--- config.mk ---
export PLATFORM = sky130hd
export DESIGN_NAME = hazard_pipe_ctrl
export DESIGN_NICKNAME = d
export VERILOG_FILES = /design/src/rtl/hazard_pipe_ctrl.sv
export SDC_FILE = /design/constraint.sdc
export NUM_CORES = 1
export LEC_CHECK = 0
export CAP_MARGIN = 20
export CORE_ASPECT_RATIO = 0.8
export CORE_MARGIN = 1.5
export CORE_UTILIZATION = 46
export CTS_BUF_LIST = sky130_fd_sc_hd__clkbuf_8
export DETAILED_ROUTE_END_ITERATION = 12
export PLACE_DENSITY = 0.86
export SLEW_MARGIN = 10
export SYNTH_ARGS = -nofsm -noshare
export SYNTH_HDL_FRONTEND = slang
export SYNTH_SLANG_ARGS = --single-unit
--- constraint.sdc ---
create_clock -name clk -period 3.87 [get_ports clk]
set_input_delay 0.387 -clock clk [delete_from_list [all_inputs] [get_ports clk]]
set_output_delay 0.387 -clock clk [all_outputs]
set_load 0.01 [all_outputs]
--- src/rtl/hazard_pipe_ctrl.sv ---
// -----------------------------------------------------------------------------
// hazard_pipe_ctrl
//   Pipeline-register chain for the X, M and W stages of the 5-stage core,
//   together with the hazard control that forwarding alone cannot resolve:
//     - load-use: the instruction in D reads a register that the load in X
//       writes. F and D are held for one cycle and a bubble is put into X.
//     - taken branch/jump resolved in X: D is flushed and a bubble is put
//       into X.
//   M and W always advance; they never stall and never flush.
//
// Parameters
//   AWIDTH     instruction/datapath width
//   NOP        bubble encoding (addi x0,x0,0)
//
// Ports
//   clk        core clock; all state updates on the rising edge
//   rst        synchronous, active-high reset
//   Instr_D    instruction in decode
//   RegWEnD    decode-stage register-write enable
//   MemRdD     decode-stage instruction is a load
//   BrTaken_X  branch/jump in X resolved taken this cycle
//   Instr_X/M/W   registered stage instructions (to the forwarding unit)
//   RegWEnX/M/W   registered stage write enables
//   MemRdX     registered execute-stage load flag
//   StallF     hold PC (combinational)
//   StallD     hold F/D register (combinational)
//   FlushD     replace F/D contents with NOP (combinational)
//   StallCnt   cycles with StallF=1      (only with PERF_CNT_EN)
//   FlushCnt   cycles with FlushD=1      (only with PERF_CNT_EN)
//
// Build option
//   PERF_CNT_EN   when defined, adds the StallCnt/FlushCnt outputs and the
//                 counter registers behind them. Both counters wrap silently
//                 and clear on rst. With the macro undefined the counters
//                 do not exist and all other behaviour is unchanged.
// -----------------------------------------------------------------------------
module hazard_pipe_ctrl #(
  parameter int unsigned      AWIDTH = 32,
  parameter logic [AWIDTH-1:0] NOP   = 32'h00000013
) (
  input  logic              clk,
  input  logic              rst,
  input  logic [AWIDTH-1:0] Instr_D,
  input  logic              RegWEnD,
  input  logic              MemRdD,
  input  logic              BrTaken_X,
  output logic [AWIDTH-1:0] Instr_X,
  output logic [AWIDTH-1:0] Instr_M,
  output logic [AWIDTH-1:0] Instr_W,
  output logic              RegWEnX,
  output logic              RegWEnM,
  output logic              RegWEnW,
  output logic              MemRdX,
  output logic              StallF,
  output logic              StallD,
  output logic              FlushD
`ifdef PERF_CNT_EN
  ,
  output logic [31:0]       StallCnt,
  output logic [31:0]       FlushCnt
`endif
);

  // ---------------------------------------------------------------------------
  // Stage registers
  // ---------------------------------------------------------------------------
  logic [AWIDTH-1:0] instr_x_q, instr_x_d;
  logic [AWIDTH-1:0] instr_m_q;
  logic [AWIDTH-1:0] instr_w_q;
  logic              regwen_x_q, regwen_x_d;
  logic              regwen_m_q;
  logic              regwen_w_q;
  logic              memrd_x_q, memrd_x_d;

  // Register fields of interest
  logic [4:0] rd_x;
  logic [4:0] rs1_d;
  logic [4:0] rs2_d;

  logic luse;
  logic bubble_x;

  assign rd_x  = instr_x_q[11:7];
  assign rs1_d = Instr_D[19:15];
  assign rs2_d = Instr_D[24:20];

  // Both source fields are compared regardless of opcode; U/J types may
  // therefore stall needlessly, which is harmless. A load targeting x0
  // never creates a dependency.
  assign luse = memrd_x_q & regwen_x_q & (rd_x != 5'd0) &
                ((rd_x == rs1_d) | (rd_x == rs2_d));

  // ---------------------------------------------------------------------------
  // Hazard outputs: combinational from current X registers and D inputs.
  // A taken branch discards the instruction in D, so a pending load-use
  // stall on that instruction is meaningless and the branch wins.
  // ---------------------------------------------------------------------------
  always_comb begin
    StallF   = 1'b0;
    StallD   = 1'b0;
    FlushD   = 1'b0;
    bubble_x = 1'b0;
    if (BrTaken_X) begin
      FlushD   = 1'b1;
      bubble_x = 1'b1;
    end else if (luse) begin
      StallF   = 1'b1;
      StallD   = 1'b1;
      bubble_x = 1'b1;
    end
  end

  // ---------------------------------------------------------------------------
  // X-stage next value: bubble on either hazard, otherwise take D.
  // ---------------------------------------------------------------------------
  always_comb begin
    instr_x_d  = Instr_D;
    regwen_x_d = RegWEnD;
    memrd_x_d  = MemRdD;
    if (bubble_x) begin
      instr_x_d  = NOP;
      regwen_x_d = 1'b0;
      memrd_x_d  = 1'b0;
    end
  end

  always_ff @(posedge clk) begin
    if (rst) begin
      instr_x_q  <= NOP;
      instr_m_q  <= NOP;
      instr_w_q  <= NOP;
      regwen_x_q <= 1'b0;
      regwen_m_q <= 1'b0;
      regwen_w_q <= 1'b0;
      memrd_x_q  <= 1'b0;
    end else begin
      instr_x_q  <= instr_x_d;
      instr_m_q  <= instr_x_q;
      instr_w_q  <= instr_m_q;
      regwen_x_q <= regwen_x_d;
      regwen_m_q <= regwen_x_q;
      regwen_w_q <= regwen_m_q;
      memrd_x_q  <= memrd_x_d;
    end
  end

  assign Instr_X = instr_x_q;
  assign Instr_M = instr_m_q;
  assign Instr_W = instr_w_q;
  assign RegWEnX = regwen_x_q;
  assign RegWEnM = regwen_m_q;
  assign RegWEnW = regwen_w_q;
  assign MemRdX  = memrd_x_q;

  // ---------------------------------------------------------------------------
  // Performance counters
  // ---------------------------------------------------------------------------
`ifdef PERF_CNT_EN
  logic [31:0] stall_cnt_q, stall_cnt_d;
  logic [31:0] flush_cnt_q, flush_cnt_d;

  // Plain 32-bit adds; wrap from all-ones to zero is intended.
  always_comb begin
    stall_cnt_d = stall_cnt_q;
    flush_cnt_d = flush_cnt_q;
    if (StallF) stall_cnt_d = stall_cnt_q + 32'd1;
    if (FlushD) flush_cnt_d = flush_cnt_q + 32'd1;
  end

  always_ff @(posedge clk) begin
    if (rst) begin
      stall_cnt_q <= 32'd0;
      flush_cnt_q <= 32'd0;
    end else begin
      stall_cnt_q <= stall_cnt_d;
      flush_cnt_q <= flush_cnt_d;
    end
  end

  assign StallCnt = stall_cnt_q;
  assign FlushCnt = flush_cnt_q;
`endif

endmodule

# Word level (Yosys, flattened, before mapping)
# Cells that the tools add are included.
# Widths: inputs -> output; s select.
[op_classes]
addsub = 0
mul = 0
n_div = 0
magnitude_cmp = 0
n_eq_ne = 2
shifts = 0
n_mux = 4
n_bitwise = 4
reduce_logical = 2
[ops]
columns = ["cell", "count"]
rows = [
  ["$eq 5x5->1", 2],
  ["$reduce_bool 5->1", 1],
  ["$mux 1", 4],
  ["$and 1x1->1", 3],
  ["$reduce_or 2->1", 1],
  ["$or 1x1->1", 1],
]
[word_totals]
reg_bits = 100
latchBits = 0
ram_bits = 0
mem_bits_ro = 0
input_bits = 37
out_inout_bits = 103
word_cells = 19
memories = 0

# Longest topological paths before layout
[logic_depth]
ltp_word = 6
depth_mapped = 6
mapped_depth_nobuf = 4

# Worst setup path before layout
# OpenSTA, ideal clock, no wires.
[synth_path]
kind = "reg-to-output"
from = "register instr_x_q[7] (netlist: Instr_X[7])"
to = "output port StallF"
t_arrival_ns = 1.701
required_time_ns = 3.483
path_slack_ns = 1.782
path_stages_with_launch = 7
path_buffers = 2
cell_sequence = "dfxtp_1 > xnor2_1 > nand3_1 > o22a_1 > buf_2 > nor3_1 > buf_4"
[synth_between]
elab_chain_cells = 5
word_cells_on_any_way = 8
classes_between = "eq/ne: 2; mux: 2; bitwise: 3; reduce/logical: 1"
[synth_rtl]
columns = ["element", "line_no", "rtl"]
rows = [
  ["start: declaration", "67", "logic [AWIDTH-1:0] instr_x_q, instr_x_d;"],
  ["start signal: assignment", "137", "instr_x_q <= instr_x_d;"],
  ["$eq 5x5->1 / $reduce_bool 5->1 (equally long branches)", "91, 90", ""],
  ["$or 1x1->1 / $and 1x1->1 (equally long branches)", "91, 90", ""],
  ["$and 1x1->1 *", "90", "assign luse = memrd_x_q & regwen_x_q & (rd_x != 5'd0) &"],
  ["$mux 1 * (2 in series)", "n/a", ""],
  ["end: declaration", "54", "output logic StallF,"],
]
# Mark *: on every way between the ends. The rest lies on a longest branch, timed or not.

# Worst setup path after layout
[layout_path]
from = "register instr_x_q[7] (netlist: Instr_X[7])"
to = "output port StallF"
[layout_between]
elab_chain_cells = 5
word_cells_on_any_way = 8
classes_between = "eq/ne: 2; mux: 2; bitwise: 3; reduce/logical: 1"
[layout_rtl]
columns = ["element", "line_no", "rtl"]
rows = [
  ["$eq 5x5->1 / $reduce_bool 5->1 (equally long branches)", "91, 90", ""],
  ["$or 1x1->1 / $and 1x1->1 (equally long branches)", "91, 90", ""],
  ["$and 1x1->1 *", "90", ""],
  ["$mux 1 *", "106", "end else if (luse) begin"],
  ["$mux 1 *", "103", "if (BrTaken_X) begin"],
]
# Marks and branches as above.

==> flow_summary_export.csv <==
group,metric,value,unit
run_status,status,"finished, final reports clean",
global_routing,grt_pass1_vias,2163,
synth,ys_types,21,
timing,rsz0062_at_grt,"no",
route,drt_iter0_drc,93,
route,vias_per_cell,4.64,
clock_network,cts.sinks,100,
global_routing,grt.overflow.total,0,
synth,syn-num-nets,301,
synth,ys_ff_latch,100,
global_routing,grt_pass1_wl,11.1,mm
timing,period_needed,2.96,ns
place,io_buffers,139,
clock_network,htree_levels,3,
critical_path,worst-path-buf-inv,1,
place,dpl_worst_slack,0.985,ns
floorplanning,rows,26,
critical_path,cp_max_fo,14,
pwr,p_comb_share,10.0,%
clock_network,cts.reportedPaths.clkPinSlew,0.10,ns
route,wirelength,7.24,mm
place,hpwl,5.41,mm
synth,netlist_area,3080,sq um
flow_run,drv_cap,0,
timing,finalCritPeriodShare,76.4,%
pwr,clkPwrFrac,32.3,%
floorplanning,core_area,6440,sq um
timing,layout_setup_ws,0.913,ns
pwr,ir_worst_vdd,0.247,mV
clock_network,cts_root_buffer,"clkbuf_8",
timing,setup_viol,0,
timing,fmax,338,MHz
pwr,leakage,0.00180,uW
route,ant_nets,0,
layout,drive_above_1_share,12.9,%
floorplanning,dieHeight,76.2,um
floorplanning,dieArea,7190,sq um
floorplanning,die_x,94.5,um
pwr,seq_power_share,57.7,%
critical_path,critPathTopFamily,"buffers and inverters",
timing,report.final.slew_viol_count,0,
critical_path,cp-end-kind,"primary output",
pwr,power_density,397,nW/um^2
critical_path,cp-start-kind,"register",
timing,max_slew_margin,53.9,%
floorplanning,pin_count,140,
pwr,switching_share,24.3,%
timing,fin_tns_setup,0,ns
critical_path,slowest_delay,0.59,ns
route,drc_errors,0,
place,gp_congestion,0.877,
critical_path,worstSetupPathType,"register to primary output",
synth,ys_seq_area_share,65.0,%
global_routing,antenna_found_initial,0,
pwr,p_sw,453,uW
layout,num_antenna_cells,0,
route,vias,2266,
timing,fin_skew,0.00882,ns
layout,fin_nets,436,
global_routing,grt_usage,20.8,%
timing,worst_pin_slew,0.690,ns
global_routing,grt_max_degree,68,
clock_network,numCtsBuffers,9,
pwr,p_total,1860,uW
clock_network,ctsLongestPathBuffers,2,
clock_network,cts_resized,0,
critical_path,arrival,2.57,ns
clock_network,cts_tree,"yes",
clock_network,cts_setup_buffers,0,
timing,finalHoldViolCount,0,
critical_path,crit_chain,"xnor2_1 > nand3_1 > o22a_1 > nor3_1 > clkdlybuf4s50_1",
critical_path,slowest_stage,"clkdlybuf4s50_1",
clock_network,clock_latency,0.36,ns
clock_network,ctsHoldBuffers,0,
pwr,intPower,1410,uW
route,firstDrtPassIters,6,
route,routedWlPerCell,14.8,um
synth,netlist_instances,264,
synth,postSynthAreaPerCell,11.7,sq um
critical_path,required,3.48,ns
floorplanning,start_util,47.8,%
synth,yosys_warnings,0,
hold_path,worstHoldPathType,"register to register",
layout,area_growth,52.3,%
[logic make-up (layout without fill, tap and decap cells)]
group | Yosys count | count (layout) | synth area share [%]
flops | 100 | 100 | 65.0
compound gates | 38 | 38 | 11.1
xor+xnor | 10 | 10 | 2.85
simple gates | 98 | 98 | 17.8
buf+inv | 18 | 158 | 3.29
[final timing paths]
kind	from	to	slack, ns	depth (start not counted)
worst min register to register	Instr_X[0]	Instr_M[0]	0.45	1
worst max-delay path	Instr_X[7]	StallF	0.91	5
worst max register to register	Instr_X[9]	Instr_X[24]	2.04	3
worst min-delay path	Instr_X[0]	Instr_M[0]	0.45	1
[cell usage in the layout, fill, tap and decap left out, drive strengths merged, types with 2 or more instances in the layout]
cell           Yosys  routed
clkdlybuf4s50      0     138
dfxtp            100     100
nor2b             60      60
nand2             23      23
a21oi             21      21
o211a             11      11
xnor2             10      10
clkbuf            10       9
or2                7       7
nor2               4       4
buf                8       4
o21ai              3       3
inv                0       3
nand3              2       2
clkinvlp           0       2
clkinv             0       2
[state kept, by name, indices dropped and copies added (netlist names)]
signal   flops
Instr_M     32
RegWEnM      1
RegWEnX      1
MemRdX       1
RegWEnW      1
Instr_X     32
Instr_W     32
[through the flow]
step	std cells	cell area [sq um]	hold slack [ns]	util, %
6_report	488	4690	0.445	72.8
5_1_grt	488	4690	0.458	72.8
4_1_cts	488	4690	0.446	72.8
3_5_place_dp	472	4510	0.425	70.0
3_3_place_gp	471	4490	0.419	69.7
2_1_floorplan	264	3080	0.489	-
[layer usage]
layer | vias to the layer above | global-route usage [%] | part of all wire [%]
met5 | - | 0 | 0
met4 | 0 | 6.57 | 1.7
met3 | 10 | 7.49 | 6.1
met2 | 79 | 35.4 | 51
met1 | 1063 | 24.1 | 41
li1 | 1114 | - | -
[cell type report]
cell class	instances	area, sq um
clock inverters	7	57.6
repair buffers	142	1420
clock buffers	9	124
multi-input cells	146	983
flip-flops and latches	100	2000
fillers	461	1750
well taps	84	105
[cells in the mapped netlist (all sizes together)]
library cell	count	area share, %
or4	1	0.37
nand3	2	0.33
o22a	1	0.28
o211ai	1	0.41
o21ai	3	0.49
nand2	23	2.8
a21oi	21	5.9
or2	7	1.4
nor3	1	0.16
o22ai	1	0.20
nor2	4	0.49
buf	8	2.1
xnor2	10	2.8
o211a	11	3.8
dfxtp	100	65
nor2b	60	12
clkbuf	10	1.2
[power groups by stage]
stage / logic [uW] / clock network, uW / registers (uW)
floorplan: 60.0 / 0 / 1110
global placement: 180 / 0 / 1100
detailed placement: 186 / 0 / 1100
CTS: 187 / 615 / 1070
global route: 198 / 665 / 1080
finish: 185 / 601 / 1070
(Power assumes the default switching activity.)
